## src/rtl/mips_pkg.sv

```systemverilog
// Shared definitions for the 16-bit pipelined MIPS front end.
package mips_pkg;

  localparam int DEF_INSTR_W = 16;
  localparam int DEF_PC_W = 16;
  localparam int DEF_PC_INC = 2;
  localparam int unsigned DEF_RESET_PC = 0;

  // One buffered fetch: the instruction and the address of its successor.
  typedef struct packed {
    logic [DEF_INSTR_W-1:0] instr;
    logic [DEF_PC_W-1:0]    pc_next;
  } fq_entry_t;

endpackage

```

## src/rtl/fetch_fifo.sv

```systemverilog
// Small power-of-two FIFO with occupancy count and synchronous flush.
// Storage is reset so the head never reads X, even when empty.
module fetch_fifo #(
  parameter int DEPTH = 4,
  parameter int W = 32,
  localparam int AW = $clog2(DEPTH),
  localparam int CW = AW + 1
) (
  input  logic          clk,
  input  logic          rst_n,
  input  logic          push,
  input  logic          pop,
  input  logic          flush,
  input  logic [W-1:0]  wdata,
  output logic [W-1:0]  rdata,
  output logic          full,
  output logic          empty,
  output logic [CW-1:0] count
);

  logic [W-1:0]  mem [DEPTH];
  logic [AW-1:0] rd_ptr;
  logic [AW-1:0] wr_ptr;
  logic          do_push;
  logic          do_pop;

  assign full  = (count == CW'(DEPTH));
  assign empty = (count == '0);
  assign rdata = mem[rd_ptr];

  // A push into a full queue is legal only when the head leaves this cycle.
  assign do_push = push & (~full | pop);
  assign do_pop  = pop & ~empty;

  // Pointers, count and storage; flush discards everything but the write slot stays.
  always_ff @(posedge clk or negedge rst_n) begin
    if (!rst_n) begin
      rd_ptr <= '0;
      wr_ptr <= '0;
      count  <= '0;
      for (int i = 0; i < DEPTH; i++) mem[i] <= '0;
    end else if (flush) begin
      rd_ptr <= wr_ptr;
      count  <= '0;
    end else begin
      if (do_push) begin
        mem[wr_ptr] <= wdata;
        wr_ptr      <= wr_ptr + AW'(1);
      end
      if (do_pop) rd_ptr <= rd_ptr + AW'(1);
      case ({do_push, do_pop})
        2'b10:   count <= count + CW'(1);
        2'b01:   count <= count - CW'(1);
        default: count <= count;
      endcase
    end
  end

endmodule

```

## src/rtl/fetch_queue_unit.sv

```systemverilog
// Instruction-fetch front end: owns the PC, issues one lookup per cycle and
// buffers {instr, pc+PC_INC} in a queue that a taken branch flushes.
//
// Handshakes: a transfer happens in a cycle where valid and ready are both 1
// at the rising edge. Decode side: out_vld/out_rdy, out_vld never depends on
// out_rdy. Memory side: imem_req is the valid, imem_hit the same-cycle
// response; imem_req depends combinationally on out_rdy (a pop frees a slot).
module fetch_queue_unit
  import mips_pkg::*;
#(
  parameter int INSTR_W = DEF_INSTR_W,
  parameter int PC_W = DEF_PC_W,
  parameter int DEPTH = 4,
  parameter int PC_INC = DEF_PC_INC,
  parameter int unsigned RESET_PC = DEF_RESET_PC
) (
  input  logic                   clk,
  input  logic                   rst_n,
  input  logic                   redirect_vld,
  input  logic [PC_W-1:0]        redirect_pc,
  output logic                   imem_req,
  output logic [PC_W-1:0]        imem_addr,
  input  logic                   imem_hit,
  input  logic [INSTR_W-1:0]     imem_rdata,
  output logic                   out_vld,
  output logic [INSTR_W-1:0]     out_instr,
  output logic [PC_W-1:0]        out_pc_next,
  input  logic                   out_rdy,
  output logic [$clog2(DEPTH):0] q_count
);

  typedef struct packed {
    logic [INSTR_W-1:0] instr;
    logic [PC_W-1:0]    pc_next;
  } entry_t;

  logic [PC_W-1:0] pc;
  logic [PC_W-1:0] pc_inc;
  logic            full;
  logic            empty;
  logic            pop;
  logic            push;
  entry_t          wr_entry;
  entry_t          head;

  assign pc_inc    = pc + PC_W'(PC_INC);
  assign imem_addr = pc;

  assign out_vld     = ~empty;
  assign out_instr   = head.instr;
  assign out_pc_next = head.pc_next;

  // No lookup while in reset; otherwise look up whenever a slot is or becomes free.
  assign pop      = out_vld & out_rdy;
  assign imem_req = rst_n & (~full | pop);
  assign push     = imem_req & imem_hit & ~redirect_vld;

  assign wr_entry = '{instr: imem_rdata, pc_next: pc_inc};

  // PC: a redirect wins, a hit advances, a miss holds the address stable.
  always_ff @(posedge clk or negedge rst_n) begin
    if (!rst_n) pc <= PC_W'(RESET_PC);
    else if (redirect_vld) pc <= redirect_pc;
    else if (push) pc <= pc_inc;
  end

  fetch_fifo #(
    .DEPTH(DEPTH),
    .W($bits(entry_t))
  ) u_fifo (
    .clk   (clk),
    .rst_n (rst_n),
    .push  (push),
    .pop   (pop),
    .flush (redirect_vld),
    .wdata (wr_entry),
    .rdata (head),
    .full  (full),
    .empty (empty),
    .count (q_count)
  );

endmodule
```

## config.mk

```make
export PLATFORM = sky130hd
export DESIGN_NAME = fetch_queue_unit
export DESIGN_NICKNAME = d
export VERILOG_FILES = /design/src/rtl/mips_pkg.sv /design/src/rtl/fetch_fifo.sv /design/src/rtl/fetch_queue_unit.sv
export SDC_FILE = /design/constraint.sdc
export NUM_CORES = 1
export LEC_CHECK = 0
export ABC_AREA = 1
export CAP_MARGIN = 20
export CORE_MARGIN = 3
export CORE_UTILIZATION = 45
export CTS_BUF_LIST = sky130_fd_sc_hd__clkbuf_4
export DETAILED_ROUTE_END_ITERATION = 16
export PLACE_DENSITY = 0.74
export SETUP_SLACK_MARGIN = 0.4
export SKIP_LAST_GASP = 1
export SLEW_MARGIN = 10
export SYNTH_ARGS = -nofsm -noshare
export SYNTH_HDL_FRONTEND = slang
export SYNTH_SLANG_ARGS = --single-unit
```

## constraint.sdc

```tcl
create_clock -name clk -period 1.8 [get_ports clk]
set_clock_uncertainty 0.1 [all_clocks]
set_input_delay 0.18 -clock clk [delete_from_list [all_inputs] [get_ports clk]]
set_output_delay 0.18 -clock clk [all_outputs]
set_load 0.02 [all_outputs]
```

==> out/metrics.csv <==
stage,metric,value,unit
status,status,"finished, violations left",
status,failed_checks,negative setup slack,
final_layout,diodes,0,
synth,synth_compound_area_share,9.806,%
die,pin_count,90,
power,power_density,1542,nW/µm²
sta,slew_headroom,33.95,%
clock_tree,clk_latency,570,ps
grt,grt_max_degree,149,
die,die_w,132.2,µm
sta,min_period_over_period,120.2,%
placed_design,dp_hpwl,12690,µm
clock_tree,cts_buffer_depth,2,
grt,grt-ovfl-total,0,
synth,syn_area_per_cell,7.845,µm²
sta,setup_viol,53,
synth,yosys.cell_types.count,27,
placed_design,port_buffers,89,
sta,hold_viol_final,0,
grt,grt_pass1_wl,39150,µm
clock_tree,cts_tree,yes,
sta,report.final.slew_viol_count,0,
placed_design,dp_slack,-225.7,ps
sta,rsz0062_at_grt,true,
die,dieArea,17480,µm²
job,maxCapViolCount,0,
grt,antenna_found_initial,0,
drt,drtAntennaViolNets,0,
synth,netlist.top_cell.by_area,dfrtp_1,
grt,grt.busiest_layer,met2,
synth,synth_top_area_share,52.70,%
synth,yosys_warnings,0,
synth,synth_fa_ha_area_share,1.152,%
drt,drtIter0Drc,850,
critical_path,critPathKind,flip-flop to output pin,
critical_path,end_kind,output pin,
drt,vias_per_cell,5.923,
sta,hold_ws,72.49,ps
critical_path,start_kind,flip-flop,
clock_tree,clock-sinks,151,
power,leakage,5.630,nW
drt,wl,29690,µm
power,sw_frac_of_total,44.59,%
power,fin_total_pwr,18.17,mW
grt,grt_pass1_vias,7187,
power,p_comb_share,54.5,%
synth,ys_seq_area_share,52.70,%
synth,synthTopCellsByArea,"dfrtp_1 53%, nand2_1 22%, o21ai_0 6.0%",
power,switchingPower,8.100,mW
synth,synth_top_family_by_area,simple AND/OR/NAND/NOR gates,
power,power.share.clock,11.2,%
critical_path,path_cells,inv_4 > buf_4 > o21ai_0 > o22ai_2 > buf_2,
grt,grt_use_met3,6.908,%
sta,worst_slew_pin_slew,990.7,ps
critical_path,cpPeakStageDelay,470,ps
sta,tns,-9942,ps
critical_path,cp_max_fo,8,
power,power_frac_seq,34.2,%
final_layout,area_delta_synth_final,64.30,%
die,initial_utilization,46.65,%
critical_path,critPathSlowestCell,dfrtp_2,
synth,yosys.area_share.xor_xnor,1.710,%
clock_tree,cts_buffers,17,
synth,netlist_area,7171,µm²
sta,setup_ws,-364.3,ps
synth,synthMuxAreaShare,0,%
synth,synth-simple-area-share,28.97,%
die,fp.coreArea,15370,µm²
critical_path,arrival,1880,ps
power,peakVddDrop,1150,µV
grt,grtUsageMet1,36.12,%
die,dieHeight,132.2,µm
synth,ys_ff_latch,151,
final_layout,fin_nets,1144,
grt,groute.usage.overall,28.69,%
clock_tree,clk_pin_slew,150,ps
sta,max_freq,462.0,MHz
clock_tree,cts_htree_levels,4,
grt,grtUsageMet2,47.83,%
drt,vias,7848,
sta,finalCriticalPeriod,2164,ps
critical_path,cp.required,1520,ps
placed_design,gp_congestion,0.8512,
drt,drc_errors,0,
power,p_int,10.07,mW
final_layout,layout-drive-gt1-share,47.94,%
clock_tree,root_buffer,clkbuf_4,
synth,synthCells,914,
drt,wl_per_cell,22.41,µm
hold_path,hp-class,input port to asynchronous set/reset pin,
die,placementRows,45,
synth,syn-num-nets,957,
drt,drt_pass1_iterations,5,
## critical path: cells and delay by family, from the launching register on
kind / cells / cell delay [ps]
buffers and inverters: 3 / 440
AO/OA/AOI/OAI: 2 / 390
flip-flops: 1 / 470
## per-stage QoR
| step | instance area [µm²] | utilization, % | instances |
|---|---|---|---|
| 6_report | 11780 | 76.65 | 1325 |
| 5_1_grt | 11780 | 76.65 | 1325 |
| 4_1_cts | 10600 | 68.93 | 1305 |
| 3_5_place_dp | 8987 | 58.47 | 1215 |
| 3_3_place_gp | 8987 | 58.47 | 1215 |
| 2_1_floorplan | 7590 | - | 914 |
## placed cells by master, fill, tap and decap left out, types with 5 or more instances in the layout
cell type | netlist | routed
nor2_4 | 0 | 12
clkdlybuf4s50_1 | 0 | 35
nand2_1 | 429 | 246
buf_4 | 1 | 61
o21ai_1 | 0 | 23
clkbuf_4 | 0 | 23
clkbuf_16 | 0 | 7
buf_16 | 0 | 20
nand2_8 | 0 | 6
o22ai_2 | 0 | 32
nand3_2 | 0 | 8
buf_8 | 0 | 7
xor2_1 | 11 | 5
dfrtp_1 | 151 | 139
nor2_2 | 2 | 21
o21ai_0 | 86 | 45
o211ai_1 | 6 | 6
nor2_1 | 73 | 42
buf_6 | 8 | 56
o21ai_2 | 0 | 18
inv_1 | 28 | 24
dfrtp_2 | 0 | 12
nand2_4 | 4 | 57
nand2_2 | 1 | 125
buf_12 | 0 | 27
## path summary, 6_finish.rpt
check | slack [ps] | to | depth (start not counted) | startpoint
max | -360 | out_instr[1] | 5 | u_fifo.rd_ptr[0]$_DFFE_PN0P_
min | 70 | u_fifo.count[2]$_DFFE_PN0P_ | 3 | rst_n
max reg2reg | -110 | u_fifo.count[2]$_DFFE_PN0P_ | 12 | u_fifo.count[0]$_DFFE_PN0P_
min reg2reg | 390 | u_fifo.mem[46]$_DFFE_PN0P_ | 2 | u_fifo.mem[46]$_DFFE_PN0P_
max in group asynchronous | 250 | imem_addr[5]$_DFFE_PN0N_ | 4 | rst_n
min in group clk | 80 | imem_addr[1]$_DFFE_PN0N_ | 3 | redirect_pc[1]
## area by class of cell
class	count	area, µm²
Timing Repair Buffer	217	2835
Inverter	35	181.4
Clock inverter	9	78.83
Multi-Input combinational cell	679	4456
Tap cell	211	264.0
Clock buffer	23	172.7
Fill cell	884	3590
Sequential cell	151	3794
## layer usage
metal,routed length [µm],vias to the layer above
met1,10550,3812
met2,14240,586
li1,-,3286
met3,3148,164
met4,1753,0
met5,0,-
## registers in the layout, summed over array words and instances (netlist names)
name           cells
u_fifo.mem       128
imem_addr         16
u_fifo.count       3
u_fifo.rd_ptr      2
u_fifo.wr_ptr      2
## synthesized netlist by cell type
master,instances
nand2_1,429
dfrtp_1,151
o21ai_0,86
nor2_1,73
o22ai_1,32
inv_1,28
clkbuf_1,22
buf_2,18
nand3_1,13
xor2_1,11
buf_6,8
inv_2,6
o211ai_1,6
ha_1,5
a21oi_1,4
nand2_4,4
nor3_1,4
xnor2_1,3
nand4_1,2
nor2_2,2
buf_4,1
fa_1,1
inv_6,1
nand2_2,1
nand4_4,1
nor3_2,1
o31ai_1,1
## power by group through the flow
stage / clock (mW) / combinational, mW / sequential, mW
final: 2.04 / 9.91 / 6.22
after global routing: 2.18 / 10.4 / 6.31
after CTS: 2.00 / 8.44 / 5.72
after detailed placement: 0 / 7.34 / 5.63
after global placement: 0 / 7.19 / 5.61
after floorplan: 0 / 4.54 / 5.54
## cells by family (layout without fill, tap and decap cells)
family / Yosys count / in the layout
buffers and inverters: 84 / 284
AO/OA/AOI/OAI: 129 / 129
AND/OR/NAND/NOR: 530 / 530
XOR/XNOR: 14 / 14
adder cells (fa/ha/maj): 6 / 6
flip-flops: 151 / 151
## what timing repair did
action,in CTS,in global routing
hold endpoints to repair,151,0
hold buffers,1,0
setup endpoints to repair,201,262
pin swaps,39,91
buffers inserted,38,13
gates cloned,19,7
resized for setup,459,290
No activity file was read; power rests on OpenSTA's default activity.
